**src/rtl/slv_mem_if.sv**
```systemverilog
// slv_mem_if: request/response bundle between the bus master and the slv_mem slave.
// The master drives the request fields and receives read data, the error flag and the debug counters.
interface slv_mem_if #(
  parameter int ADDR_BIT_WIDTH = 2,
  parameter int DATA_BIT_WIDTH = 8,
  parameter int CNT_BIT_WIDTH  = 16
);

  logic [ADDR_BIT_WIDTH-1:0] i_addr;
  logic                      i_rd_req;
  logic                      i_wr_req;
  logic [DATA_BIT_WIDTH-1:0] i_wr_data;
  logic [DATA_BIT_WIDTH-1:0] o_rd_data;
  logic                      o_rd_vld;
  logic                      o_req_err;
  logic [CNT_BIT_WIDTH-1:0]  o_wr_cnt;
  logic [CNT_BIT_WIDTH-1:0]  o_rd_cnt;

  modport master (
    output i_addr, i_rd_req, i_wr_req, i_wr_data,
    input  o_rd_data, o_rd_vld, o_req_err, o_wr_cnt, o_rd_cnt
  );

  modport slave (
    input  i_addr, i_rd_req, i_wr_req, i_wr_data,
    output o_rd_data, o_rd_vld, o_req_err, o_wr_cnt, o_rd_cnt
  );

endinterface

```
**src/rtl/slv_mem.sv**
```systemverilog
// slv_mem: register-array slave memory with a fixed-latency, fully pipelined read path.
// Define SLV_MEM_ACC_CNT_EN to build the saturating write/read access counters.
module slv_mem #(
  parameter int ADDR_BIT_WIDTH = 2,
  parameter int DATA_BIT_WIDTH = 8,
  parameter int RD_LATENCY     = 2,
  parameter int CNT_BIT_WIDTH  = 16
) (
  input  logic     i_clk,
  input  logic     i_rst_n,
  slv_mem_if.slave bus
);

  localparam int DEPTH = 1 << ADDR_BIT_WIDTH;

  logic [DATA_BIT_WIDTH-1:0] mem_q [DEPTH];
  logic [DATA_BIT_WIDTH-1:0] pipe_data_q [RD_LATENCY];
  logic [RD_LATENCY-1:0]     pipe_vld_q;
  logic                      req_err_q;

  logic rd_acc;
  logic wr_acc;
  logic req_col;

  // A simultaneous read and write is rejected as a whole: neither side is performed.
  assign rd_acc  = bus.i_rd_req & ~bus.i_wr_req;
  assign wr_acc  = bus.i_wr_req & ~bus.i_rd_req;
  assign req_col = bus.i_rd_req &  bus.i_wr_req;

  always_ff @(posedge i_clk or negedge i_rst_n) begin
    if (!i_rst_n) begin
      for (int i = 0; i < DEPTH; i++) begin
        mem_q[i] <= '0;
      end
    end else if (wr_acc) begin
      mem_q[bus.i_addr] <= bus.i_wr_data;
    end
  end

  // Stage data only moves with a valid beat, so the last stage holds the previous result while idle.
  always_ff @(posedge i_clk or negedge i_rst_n) begin
    if (!i_rst_n) begin
      pipe_vld_q <= '0;
      for (int i = 0; i < RD_LATENCY; i++) begin
        pipe_data_q[i] <= '0;
      end
    end else begin
      pipe_vld_q[0] <= rd_acc;
      if (rd_acc) begin
        pipe_data_q[0] <= mem_q[bus.i_addr];
      end
      for (int i = 1; i < RD_LATENCY; i++) begin
        pipe_vld_q[i] <= pipe_vld_q[i-1];
        if (pipe_vld_q[i-1]) begin
          pipe_data_q[i] <= pipe_data_q[i-1];
        end
      end
    end
  end

  always_ff @(posedge i_clk or negedge i_rst_n) begin
    if (!i_rst_n) begin
      req_err_q <= 1'b0;
    end else begin
      req_err_q <= req_col;
    end
  end

  assign bus.o_rd_data = pipe_data_q[RD_LATENCY-1];
  assign bus.o_rd_vld  = pipe_vld_q[RD_LATENCY-1];
  assign bus.o_req_err = req_err_q;

`ifdef SLV_MEM_ACC_CNT_EN
  localparam logic [CNT_BIT_WIDTH-1:0] CNT_ONE = CNT_BIT_WIDTH'(1);

  logic [CNT_BIT_WIDTH-1:0] wr_cnt_q;
  logic [CNT_BIT_WIDTH-1:0] wr_cnt_d;
  logic [CNT_BIT_WIDTH-1:0] rd_cnt_q;
  logic [CNT_BIT_WIDTH-1:0] rd_cnt_d;

  // Counters stick at all-ones; only reset brings them back to zero.
  always_comb begin
    wr_cnt_d = wr_cnt_q;
    rd_cnt_d = rd_cnt_q;
    if (wr_acc && (wr_cnt_q != '1)) begin
      wr_cnt_d = wr_cnt_q + CNT_ONE;
    end
    if (rd_acc && (rd_cnt_q != '1)) begin
      rd_cnt_d = rd_cnt_q + CNT_ONE;
    end
  end

  always_ff @(posedge i_clk or negedge i_rst_n) begin
    if (!i_rst_n) begin
      wr_cnt_q <= '0;
      rd_cnt_q <= '0;
    end else begin
      wr_cnt_q <= wr_cnt_d;
      rd_cnt_q <= rd_cnt_d;
    end
  end

  assign bus.o_wr_cnt = wr_cnt_q;
  assign bus.o_rd_cnt = rd_cnt_q;
`else
  assign bus.o_wr_cnt = '0;
  assign bus.o_rd_cnt = '0;
`endif

endmodule

```
**src/flat_wrapper.sv**
```systemverilog
// flat-port wrapper written by rule: the top's interface ports become plain ports
module slv_mem_flat 
#(
  parameter int ADDR_BIT_WIDTH = 2,
  parameter int DATA_BIT_WIDTH = 8,
  parameter int RD_LATENCY     = 2,
  parameter int CNT_BIT_WIDTH  = 16
)
  (i_clk, i_rst_n, bus_i_addr, bus_i_rd_req, bus_i_wr_req, bus_i_wr_data, bus_o_rd_data, bus_o_rd_vld, bus_o_req_err, bus_o_wr_cnt, bus_o_rd_cnt);
  slv_mem_if #(.ADDR_BIT_WIDTH(ADDR_BIT_WIDTH), .DATA_BIT_WIDTH(DATA_BIT_WIDTH), .CNT_BIT_WIDTH(CNT_BIT_WIDTH)) bus_i ();
  input  logic i_clk;
  input  logic i_rst_n;
  input wire logic [$bits(bus_i.i_addr)-1:0] bus_i_addr;
  input wire logic [$bits(bus_i.i_rd_req)-1:0] bus_i_rd_req;
  input wire logic [$bits(bus_i.i_wr_req)-1:0] bus_i_wr_req;
  input wire logic [$bits(bus_i.i_wr_data)-1:0] bus_i_wr_data;
  output wire logic [$bits(bus_i.o_rd_data)-1:0] bus_o_rd_data;
  output wire logic [$bits(bus_i.o_rd_vld)-1:0] bus_o_rd_vld;
  output wire logic [$bits(bus_i.o_req_err)-1:0] bus_o_req_err;
  output wire logic [$bits(bus_i.o_wr_cnt)-1:0] bus_o_wr_cnt;
  output wire logic [$bits(bus_i.o_rd_cnt)-1:0] bus_o_rd_cnt;
  assign bus_i.i_addr = bus_i_addr;
  assign bus_i.i_rd_req = bus_i_rd_req;
  assign bus_i.i_wr_req = bus_i_wr_req;
  assign bus_i.i_wr_data = bus_i_wr_data;
  assign bus_o_rd_data = bus_i.o_rd_data;
  assign bus_o_rd_vld = bus_i.o_rd_vld;
  assign bus_o_req_err = bus_i.o_req_err;
  assign bus_o_wr_cnt = bus_i.o_wr_cnt;
  assign bus_o_rd_cnt = bus_i.o_rd_cnt;
  slv_mem #(.ADDR_BIT_WIDTH(ADDR_BIT_WIDTH), .DATA_BIT_WIDTH(DATA_BIT_WIDTH), .RD_LATENCY(RD_LATENCY), .CNT_BIT_WIDTH(CNT_BIT_WIDTH)) u_core (.i_clk(i_clk), .i_rst_n(i_rst_n), .bus(bus_i));
endmodule
```
**config.mk**
```make
export PLATFORM = sky130hd
export DESIGN_NAME = slv_mem_flat
export DESIGN_NICKNAME = d
export VERILOG_FILES = /design/src/rtl/slv_mem_if.sv /design/src/rtl/slv_mem.sv /design/src/flat_wrapper.sv
export SDC_FILE = /design/constraint.sdc
export NUM_CORES = 1
export LEC_CHECK = 0
export ABC_CLOCK_PERIOD_IN_PS = 1500
export CORE_ASPECT_RATIO = 0.6
export CORE_UTILIZATION = 50
export DETAILED_ROUTE_END_ITERATION = 16
export DONT_BUFFER_PORTS = 1
export PLACE_DENSITY_LB_ADDON = 0.12
export SYNTH_ARGS = -nofsm -noshare
export SYNTH_HDL_FRONTEND = slang
export SYNTH_SLANG_ARGS = --single-unit
```
**constraint.sdc**
```tcl
create_clock -name i_clk -period 1.5 [get_ports i_clk]
set_input_delay 0.3 -clock i_clk [delete_from_list [all_inputs] [get_ports i_clk]]
set_output_delay 0.3 -clock i_clk [all_outputs]
set_load 0.02 [all_outputs]
```
### Word-level counts from Yosys, hierarchy flattened

Index checks and enable logic that the tools add are counted.

* flip-flop bits (word level): 51
* input bits: 14
* output and inout bits: 42
* word-level logic and storage cells: 23

* magnitude comparators: 2
* mux-type cells: 6
* bitwise logic cells: 6
* reductions and logical operators: 1

Operators with widths (count)
* $bwmux 32: 1
* $mux 8: 3
* $bmux 8 s2: 1
* $demux 8 s2: 1
* $and 1x1->1: 3
* $ge 3x3->1 const B: 1
* $lt 3x1->1 const B: 1
* $not 2->3: 1
* $not 1->1: 2
* $logic_and 1x1->1: 1

### Longest topological paths before layout

* depth in word-level cells: 6
* mapped depth: 3

### Least setup slack after synthesis

OpenSTA, ideal clock, no wires.

* kind: input-to-reg
* start point: input bus_i_addr[1]
* end point: register u_core.mem_q[24] (netlist name)
* data arrival time: 1263 ps
* required time: 1375 ps
* slack: 113 ps
* stages: 3
* path buffers: 1
* cells stage by stage: buf_6 -> nor4b_4 -> mux2_2

* cells in the longest elaborated chain, start to end: 6

Ends and longest elaborated chain
* start, declared: RTL line flat_wrapper.sv:13 `input wire logic [$bits(bus_i.i_addr)-1:0] bus_i_addr;`
* $not 2->3 (not written as such) *: RTL line slv_mem.sv:36 `mem_q[bus.i_addr] <= bus.i_wr_data;`
* $ge 3x3->1 (not written as such) / $lt 3x1->1 (equally long branches): RTL line slv_mem.sv:36
* $logic_and 1x1->1 (not written as such): RTL line slv_mem.sv:36
* $mux 8 (not written as such): RTL line slv_mem.sv:36
* $demux 8 s2 *: RTL line slv_mem.sv:36
* $bwmux 32 *: RTL line slv_mem.sv:36
* end signal, assigned by index: RTL line slv_mem.sv:36
* end, declared: RTL line slv_mem.sv:16 `logic [DATA_BIT_WIDTH-1:0] mem_q [DEPTH];`

Mark *: on every way between the ends. The rest lies on a longest branch, timed or not.
A chain may end at the register's enable or synchronous reset.

### Worst setup path after layout

* start point: register u_core.mem_q[18] (netlist name)
* end point: register u_core.pipe_data_q[10] (netlist name)

* cells in the longest elaborated chain, start to end: 3

Ends and longest elaborated chain
* $bmux 8 s2: RTL line slv_mem.sv:50 `pipe_data_q[0] <= mem_q[bus.i_addr];`
* $mux 8 (not written as such) (2 in series): RTL line slv_mem.sv:50
* end signal, assigned by index: RTL line slv_mem.sv:55 `pipe_data_q[i] <= pipe_data_q[i-1];`
* end, declared: RTL line slv_mem.sv:17 `logic [DATA_BIT_WIDTH-1:0] pipe_data_q [RD_LATENCY];`

Every way passes these cells. The select of a mux whose other input is x is not followed.

==> results.txt <==
Reg power frac: 60.1%
Crit-path slowest cell: mux4_1
cells on worst reg2reg path: 2
Routability Congestion: 0.696
routed wire length: 3540 um
clock latency at the later pin of the worst-skew pair: 0.31 ns
die area: 0.00516 mm2
vias in the first global route: 1098
Post-Syn Area per Cell: 15.2 um2
worst min path class: primary input to flip-flop
final max-slew violation count: 0
post-route cell area: 0.00244 mm2
power density over the cells: 1410 mW/mm2
CTS H-tree depth: 2
beginning of the worst register-to-register path: u_core.mem_q[18]
initial antenna violation count: 0
crit path from: u_core.mem_q[18]
via count: 1122
Sw Share: 29.1%
crit-path max cell delay: 0.56 ns
Area after DPL: 0.00231 mm2
RSZ-0062 raised after global routing: no
Synth Instances: 160
Synth top area share: 52.4%
minimum clock period after layout: 1.34 ns
total power: 3.44 mW
largest net degree at the start of global routing: 52
xor/xnor share of the synthesized area: 0%
fillers: 381
root buffer cell: clkbuf_8
CP startpoint kind: flip-flop
Netlist cell types: 15
status: complete, no violations
share of layout cells above drive strength 1: 41.8%
Synth warnings: 0
Bufs and invs on worst path: 0
Num Clock Sinks: 51
gr ovfl total: 0
Max-Cap Viols: 0
Layout Cells excl Fill: 221
Clock Path Buffers: 2
Post-DP HPWL: 2470 um
Critical Path End: u_core.pipe_data_q[10]
synthesis-stage register bit count: 51
Fin. Hold Viols: 0
Synth area leader: dfrtp_1
internal reg-to-reg setup slack: 0.16 ns
worst vdd ir: 0.000626 V
Internal: 2.44 mW
Starting Density: 52.5%
PortBufs: 0
Psw: 1.00 mW
Tcrit/Tclk final: 89.3%
mux cell area share after synthesis: 30.4%
Clock power frac: 22.5%
# rows: 19
R2R Path End: u_core.pipe_data_q[10]
Compound-Gate Fraction of Synth Area: 0%
Die Y: 56.1 um
Total GRT Usage: 15.5%
Peak Freq: 746 MHz
placed cell count: 211
# diodes: 0
clock tree from TritonCTS: done
Inserted Clock Buffers: 5
post-cts sizing count: 0
Setup WS post-layout: 0.160 ns
post-CTS setup buffer count: 0
setup tns final: 0 ns
Worst EP arrival: 1.54 ns
DR DRC count: 0
drt via density: 5.08
CP top delay family: multiplexers
cells along the critical path: mux4_1 -> mux2_2
wire length per cell: 16.0 um
Reg clk slew, reported paths: 0.10 ns
core footprint: 0.00464 mm2
Final setup viols: 0
cell depth of the worst setup path: 2
dpl ws: 0.185 ns
Iter 0 DRT Violations: 27
Simple-Gate Fraction of Synth Area: 3.03%
Post-Synth Adder-Cell Area: 0%
CP endpoint kind: flip-flop
global-route wire length before repair: 5870 um
largest family of logic cells by synthesized area: multiplexers
synthesized area: 0.00243 mm2
post-route ant nets: 0
number of I/O pins: 56
fin nets: 171
Detailed Routing Iterations Pass 1: 4
clk_skew: 0.0127 ns
Worst EP required: 1.70 ns
Crit Path Category: flip-flop to flip-flop
die width: 92.1 um
sequential cell area fraction in the yosys report: 52.4%
Synth area leaders: dfrtp_1 52%, mux2_2 22%, buf_4 12%, mux4_1 5.4%, mux4_2 2.8%
P_leak: 1.09 nW
area growth from synthesis to layout: 0.103%
Gate power share: 17.5%
CP max FO: 2
## layer usage
layer	up-vias	track usage (%)	part of all wire, %
met5	-	0	0
met4	0	5.36	1.1
met3	5	5.60	6.4
met2	46	21.4	44
met1	576	22.7	49
li1	495	-	-
## per-stage QoR
stage               utilization [%]  hold slack [ns]
finish                         52.6            0.124
global route                   52.6            0.113
CTS                            51.8           -0.338
detailed placement             49.9          0.00557
global placement               49.9          0.00553
floorplan                         -          0.00441
## logic make-up after synthesis
logic type / count (synthesis)
buffers and inverters: 46
flip-flops: 51
multiplexers: 56
other: 1
AND/OR/NAND/NOR: 6
## worst min-delay path by stage
| stage | startpoint | to | cells past startpoint |
|---|---|---|---|
| finish | bus_i_rd_req | u_core.bus.o_req_err | 1 |
| global route | bus_i_rd_req | u_core.bus.o_req_err | 1 |
| CTS | i_rst_n | u_core.pipe_vld_q[1] | 0 |
| detailed placement | i_rst_n | u_core.bus.o_rd_data[3] | 0 |
| global placement | i_rst_n | u_core.bus.o_rd_data[3] | 0 |
| floorplan | i_rst_n | u_core.bus.o_rd_data[0] | 0 |
## worst reg2reg max path, delay by kind of cell, from the launching register on
kind,cells,cell delay (ns)
multiplexers,2,0.85
flip-flops,1,0.39
## area by class of cell
class	count	area [um2]	area share, %
clock inverter	3	20.0	0.821
tap	63	78.8	3.23
clock buffer	5	68.8	2.82
multi-input combinational	94	933	38.3
sequential	51	1280	52.4
timing repair buffer	5	60.1	2.46
## flip-flops by register name, indices dropped and copies added (netlist names)
name	count
u_core.mem_q	32
u_core.bus.o_rd_data	8
u_core.pipe_data_q	8
u_core.pipe_vld_q	2
u_core.bus.o_req_err	1
## power by group through the flow
stage / logic (mW) / clock network, mW / registers [mW]
finish: 0.601 / 0.774 / 2.07
global route: 0.657 / 0.862 / 2.13
CTS: 0.568 / 0.809 / 2.07
detailed placement: 0.565 / 0 / 2.10
global placement: 0.544 / 0 / 2.08
floorplan: 0.859 / 0 / 1.88
## synth_stat cells
cell type   n
dfrtp_1    51
mux2_2     48
buf_4      40
mux4_1      5
buf_2       3
mux4_2      3
buf_6       2
and2_1      1
and4bb_2    1
clkbuf_1    1
conb_1      1
nand4b_2    1
nor2b_1     1
nor4b_4     1
nor4bb_1    1
## cell usage in the layout (no fill, tap or decap), drive strengths merged
master       synthesis  routed
and2                 1       1
and4bb               1       1
buf                 45       4
clkbuf               1       5
clkinv               0       1
clkinvlp             0       2
conb                 1      32
dfrtp               51      51
dlygate4sd3          0       1
mux2                48      48
mux4                 8       8
nand4b               1       1
nor2b                1       1
nor4b                1       1
nor4bb               1       1
(Power assumes the default switching activity.)
